[config.mk]
export PLATFORM = sky130hd
export DESIGN_NAME = song_sequencer
export DESIGN_NICKNAME = d
export VERILOG_FILES = /design/src/rtl/song_sequencer.sv
export SDC_FILE = /design/constraint.sdc
export NUM_CORES = 1
export LEC_CHECK = 0
export CORE_ASPECT_RATIO = 1.25
export CORE_MARGIN = 5
export CORE_UTILIZATION = 48
export CTS_BUF_LIST = sky130_fd_sc_hd__clkbuf_2
export DETAILED_ROUTE_END_ITERATION = 7
export PLACE_DENSITY_LB_ADDON = 0.3
export REMOVE_ABC_BUFFERS = 1
export SLEW_MARGIN = 5
export SYNTH_ARGS = -nofsm -noshare
export SYNTH_HDL_FRONTEND = slang
export SYNTH_SLANG_ARGS = --single-unit
[constraint.sdc]
create_clock -name clk -period 3.9 [get_ports clk]
set_input_delay 0.39 -clock clk [delete_from_list [all_inputs] [get_ports clk]]
set_output_delay 0.39 -clock clk [all_outputs]
set_load 0.02 [all_outputs]
[src/rtl/song_sequencer.sv]
// -----------------------------------------------------------------------------
// song_sequencer
//
// Walks one song at a time through an external synchronous song ROM and hands
// each {note, duration} entry to the note player. An entry is fetched,
// captured, announced with a one-cycle load_new_note pulse, and the sequencer
// then waits for the note player's note_done before moving to the next entry.
// Also handles play/pause, song selection, restart on song change and
// end-of-song detection (zero duration end marker or the last index).
//
// Build option:
//   SONG_LOOP_EN  - when defined, the end of a song pulses song_done for one
//                   cycle and the song restarts from entry 0 (DONE is never
//                   entered). When undefined, the sequencer parks in DONE with
//                   song_done held high until the song changes or reset.
//
// Ports:
//   clk              system clock
//   reset            synchronous, active-high reset
//   play             1 = run/advance, 0 = pause
//   song             selected song
//   rom_addr         {song_latched, note_index} to the song ROM
//   rom_data         {note[11:6], duration[5:0]}, valid one cycle after rom_addr
//   note_to_load     registered note for the note player
//   duration_to_load registered duration for the note player
//   load_new_note    one-cycle pulse, note/duration valid
//   note_done        note player has finished the current note
//   note_index       index of the current entry
//   song_done        end of song reached
// -----------------------------------------------------------------------------
module song_sequencer #(
    parameter int SONG_BITS  = 2,
    parameter int INDEX_BITS = 5
) (
    input  logic                            clk,
    input  logic                            reset,
    input  logic                            play,
    input  logic [SONG_BITS-1:0]            song,
    output logic [SONG_BITS+INDEX_BITS-1:0] rom_addr,
    input  logic [11:0]                     rom_data,
    output logic [5:0]                      note_to_load,
    output logic [5:0]                      duration_to_load,
    output logic                            load_new_note,
    input  logic                            note_done,
    output logic [INDEX_BITS-1:0]           note_index,
    output logic                            song_done
);

    typedef enum logic [2:0] {
        IDLE,
        FETCH,
        WAIT_ROM,
        LOAD,
        PLAY,
        DONE
    } state_t;

    state_t                  state, state_d;
    logic [SONG_BITS-1:0]    song_latched, song_d;
    logic [INDEX_BITS-1:0]   index_d;
    logic [5:0]              note_d, duration_d;
    logic                    done_d;
    logic                    end_hit;
    logic                    song_changed;

    // The ROM address is always the current entry of the latched song.
    assign rom_addr      = {song_latched, note_index};
    // The pulse is a pure decode of the state register, so it lasts exactly
    // the one cycle spent in LOAD.
    assign load_new_note = (state == LOAD);

    // A new selection restarts the song from any state except IDLE, where the
    // selection is simply tracked until play starts.
    assign song_changed  = (state != IDLE) && (song != song_latched);

    // NOTE: every registered value is held in its own state register and
    // updated with non-blocking assignments, so all of them see the same
    // pre-edge values no matter how the statements are ordered.
    always_ff @(posedge clk) begin
        if (reset) begin
            state            <= IDLE;
            note_index       <= '0;
            song_latched     <= '0;
            note_to_load     <= '0;
            duration_to_load <= '0;
            song_done        <= 1'b0;
        end else begin
            state            <= state_d;
            note_index       <= index_d;
            song_latched     <= song_d;
            note_to_load     <= note_d;
            duration_to_load <= duration_d;
            song_done        <= done_d;
        end
    end

    // NOTE: every value produced here is given a default before any branch,
    // so no path can leave one unassigned and infer a latch.
    always_comb begin
        state_d    = state;
        index_d    = note_index;
        song_d     = song_latched;
        note_d     = note_to_load;
        duration_d = duration_to_load;
`ifdef SONG_LOOP_EN
        done_d     = 1'b0;          // song_done is only ever a one-cycle pulse
`else
        done_d     = song_done;     // held until a song change or reset
`endif
        end_hit    = 1'b0;

        if (song_changed) begin
            // Song change wins over note_done and any pending capture; the
            // old song's pending entry is dropped without a load pulse.
            song_d  = song;
            index_d = '0;
            done_d  = 1'b0;
            state_d = FETCH;
        end else begin
            case (state)
                IDLE: begin
                    song_d = song;
                    if (play) begin
                        state_d = FETCH;
                    end
                end
                FETCH: begin
                    if (play) begin
                        state_d = WAIT_ROM;
                    end
                end
                WAIT_ROM: begin
                    // The capture happens even while paused so the fetched
                    // entry is never lost; only the state advance waits.
                    note_d     = rom_data[11:6];
                    duration_d = rom_data[5:0];
                    if (play) begin
                        if (rom_data[5:0] == 6'd0) begin
                            end_hit = 1'b1;
                        end else begin
                            state_d = LOAD;
                        end
                    end
                end
                LOAD: begin
                    state_d = PLAY;
                end
                PLAY: begin
                    if (note_done && play) begin
                        if (&note_index) begin
                            end_hit = 1'b1;
                        end else begin
                            index_d = note_index + INDEX_BITS'(1);
                            state_d = FETCH;
                        end
                    end
                end
                DONE: begin
                    // Parked; only a song change or reset leaves.
                end
                default: begin
                    state_d = IDLE;
                end
            endcase

            if (end_hit) begin
`ifdef SONG_LOOP_EN
                done_d  = 1'b1;
                index_d = '0;
                state_d = FETCH;
`else
                done_d  = 1'b1;
                state_d = DONE;
`endif
            end
        end
    end

endmodule

# Word-level counts from Yosys, hierarchy flattened
# Index checks and enable logic that the tools add are counted.
[word_totals]
ram_bits = 0
ff_bits = 23
mem_bits_ro = 0
memories = 0
wordCells = 69
latchBits = 0
[op_classes]
n_shift = 0
div = 0
eq_ne = 26
n_addsub = 1
bitwise = 3
mux = 17
reduce_logical = 14
multipliers = 0
order_cmp = 0
[op_table]
columns = ["op", "n"]
rows = [
  ["$ne A4 B4 Y1 const B", 6],
  ["$mux W3", 7],
  ["$ne A3 B3 Y1 const B", 7],
  ["$reduce_and A7 Y1", 3],
  ["$pmux W3 S6", 1],
  ["$ne A2 B2 Y1 const B", 7],
  ["$eq A3 B2 Y1 const B", 2],
  ["$eq A3 B3 Y1 const B", 2],
  ["$logic_not A6 Y1", 1],
  ["$mux W1", 6],
  ["$add A5 B1 Y5 const B", 1],
  ["$reduce_and A5 Y1", 1],
  ["$mux W2", 2],
  ["$eq A3 B1 Y1 const B", 1],
  ["$logic_not A3 Y1", 1],
  ["$not A1 Y1", 3],
  ["$reduce_and A3 Y1", 1],
  ["$reduce_bool A3 Y1", 1],
  ["$reduce_or A3 Y1", 1],
  ["$logic_and A1 B1 Y1", 2],
  ["$ne A2 B2 Y1", 1],
  ["$pmux W1 S2", 1],
  ["$reduce_and A2 Y1", 1],
  ["$reduce_bool A2 Y1", 1],
  ["$reduce_or A2 Y1", 1],
]

# Longest topological paths before layout
[logic_depth]
depth_word = 7
mapped_depth = 7
ltp_nobuf = 6

# Worst setup path before layout
# No wires, ideal clock.
[synth_timing]
path_kind = "register -> register"
from = "register note_index[0]"
to = "register note_index[3]"
t_arrival_ns = 2.258
setup_ns = 0.086
required_ns = 3.814
slack_ns = 1.556
stages_incl_launch_ff = 8
cell_sequence = "dfxtp_1 -> ha_1 -> and3_1 -> ha_1 -> or4b_1 -> buf_2 -> or4_1 -> a211oi_1"
[synth_between]
elab_chain_cells = 3
word_cells_on_any_way = 4
classes_between = "add/sub (1); bitwise (1); reduce/logical (2)"
[synth_rtl]
columns = ["element", "line_no", "text"]
rows = [
  ["start, declared", "45", "output logic [INDEX_BITS-1:0] note_index,"],
  ["start signal, assigned", "89", "note_index <= index_d;"],
  ["branches (longest 3 deep; another with $add A5 B1 Y5)", "--", ""],
]
# Parallel ways; which one is timed is not known.
# A chain may end at the register's enable or synchronous reset.

# Worst setup path in the final report
# Same ends and word-level chain as after synthesis.

==> impl_metrics.json <==
{
  "clk_latency_ns": 0.35,
  "fin_ws_ns": 1.47,
  "die_h_um": 65.1,
  "grt_pass1_vias": 1096,
  "drc": 0,
  "seq_area_frac_synth": 0.395,
  "cpMostUsedCell": "ha_1",
  "antenna_found_initial": 0,
  "start_kind": "register",
  "p_total_mw": 0.421,
  "synth_top_cell_by_area": "dfxtp_1",
  "final_cells": 192,
  "drt_pre_antenna_iters": 4,
  "post-route-util": 0.672,
  "via_per_inst": 5.37,
  "slowest_delay_ns": 0.61,
  "post_cts_resized": 0,
  "worstPathMaxFanout": 8,
  "cts_tree": "built",
  "path_cells": "ha_1 > and3_1 > ha_1 > or4b_1 > or4_1 > a211oi_1",
  "grt_pass1_wl_um": 4800,
  "powerDensity_nw_per_um2": 264,
  "max_clock_freq_ghz": 0.411,
  "worstHoldPathType": "register to register",
  "syn_avg_cell_area_sq_um": 9.48,
  "die_w_um": 54.1,
  "cts-htree-levels": 1,
  "syn_inst": 123,
  "setup_viol": 0,
  "num_vias": 1031,
  "cts_root_buffer": "clkbuf_2",
  "tns_ns": 0,
  "synth_ff_type": "dfxtp_1",
  "hold_violations": 0,
  "finalClockSkew_ns": 0.00693,
  "routabilityCongestion": 0.723,
  "antenna_left": 0,
  "cp.required_ns": 4.18,
  "drive_above_1_share": 0.0377,
  "io_pins": 44,
  "cts_buffer_depth": 2,
  "wl_per_cell_um": 14.9,
  "cts_sinks": 23,
  "clkTransAtPathRegs_ns": 0.21,
  "status": "finished, final reports clean",
  "grtUsageMet1": 0.199,
  "rsz0062_at_grt": "no",
  "holdBufCountCts": 0,
  "fill_cells": 205,
  "finalCriticalPeriod_ns": 2.43,
  "gr-usage-met3": 0.0317,
  "rows": 20,
  "drt-total-wl_um": 2850,
  "dp.cells": 188,
  "synth-seq-cells": 23,
  "crit_path_end_kind": "register",
  "period_share": 0.624,
  "arrival_ns": 2.71,
  "fin_nets": 180,
  "use_met2": 0.329,
  "cts_buffers": 3,
  "core_area_sq_um": 2380,
  "async_flop_share": 0,
  "design_area_sq_um": 1600,
  "slowest_stage": "or4b_1",
  "leakage_nw": 0.529,
  "relSlewSlack": 0.342,
  "portBuffers": 43,
  "ir_drop_uv": 165,
  "grt_max_degree": 36,
  "syn-cell-area_sq_um": 1170,
  "initialDrtViolationCount": 36,
  "post_cts_buffers": 0,
  "yosys-top-cells-area": "dfxtp_1 39%, nand2b_1 13%, mux2i_1 10%",
  "crit_type": "register to register",
  "grt_overflow": 0,
  "slew_violations": 0,
  "hpwl_um": 2110,
  "whs_ns": 0.486,
  "dieArea_sq_um": 3520,
  "yosysTopAreaCellShare": 0.395,
  "yosysWarnings": 0,
  "dpl_cell_area_sq_um": 1580,
  "busiest_layer": "met2",
  "grt_use_total": 0.182,
  "area_growth_pct": 36.9,
  "synth_edf_count": 0,
  "place_ws_ns": 1.49,
  "start_util": 0.491,
  "worst_pin_slew_ns": 0.984,
  "drv_cap": 0,
  "yosysUniqueCellTypes": 36,
  "insertedDiodeCount": 0
}
[cell families after synthesis]
group | count (synthesis) | share of synthesized area
fa+ha+maj | 2 | 0.0215
mux | 12 | 0.103
compound gates | 20 | 0.123
buf+inv | 13 | 0.0676
simple gates | 50 | 0.267
flops | 23 | 0.395
xor+xnor | 3 | 0.0225
[worst max-delay path: cells and delay by family (launching register included)]
family,cells,cell delay (ns)
adder cells (fa/ha/maj),2,0.43
AND/OR/NAND/NOR,3,1.30
flip-flops,1,0.40
AO/OA/AOI/OAI,1,0.23
[area by class of cell]
class                           count  area (sq um)  share of cell area
Sequential cell                    23           460               0.288
Timing Repair Buffer               44           438               0.274
Inverter                            1          3.75             0.00235
Tap cell                           33          41.3              0.0259
Multi-Input combinational cell     87           633               0.397
Clock buffer                        4          20.0              0.0125
[state kept, by name, summed over array words and instances (netlist names)]
name,flops
state,3
duration_to_load,6
song_latched,2
note_index,5
note_to_load,6
song_done,1
[where the power goes]
group / internal (mW) / switching [mW] / leakage, nW / total, mW
registers: 0.241 / 0.00756 / 0.186 / 0.248
logic: 0.0383 / 0.0345 / 0.327 / 0.0728
clock network: 0.0271 / 0.0727 / 0.0166 / 0.0998
[final timing paths]
path                   startpoint         endpoint  slack, ns  cells past startpoint
hold / removal    note_to_load[5]  note_to_load[5]       0.49                      2
setup reg to reg    note_index[0]    note_index[3]       1.47                      6
setup / recovery    note_index[0]    note_index[3]       1.47                      6
hold reg to reg   note_to_load[5]  note_to_load[5]       0.49                      2
[routing by layer]
metal	wire length (um)	share of wire
met5	0	0
met4	47	0.016
met1	1170	0.41
met3	144	0.050
met2	1490	0.52
[synthesized netlist by cell type, types with 3 or more instances]
master,instances
buf_4,5
buf_2,3
nand3_1,5
a211oi_1,6
mux2i_1,12
dfxtp_1,23
nand2b_1,24
nand2_1,3
o21ai_0,4
xor2_1,3
[cell usage in the layout (no fill, tap or decap), types with 2 or more instances in the layout]
| cell | instances |
|---|---|
| or3_1 | 2 |
| o21ai_0 | 4 |
| clkbuf_2 | 4 |
| xor2_1 | 3 |
| dfxtp_1 | 23 |
| nand2b_1 | 24 |
| clkdlybuf4s50_1 | 43 |
| nand3_1 | 5 |
| ha_1 | 2 |
| nor2_1 | 2 |
| nor2b_1 | 2 |
| a31oi_1 | 2 |
| a211oi_1 | 6 |
| nand2_1 | 3 |
| o211ai_1 | 2 |
| mux2i_1 | 12 |
| nand3b_1 | 2 |
Note: power is estimated with default switching activity, not from simulation.
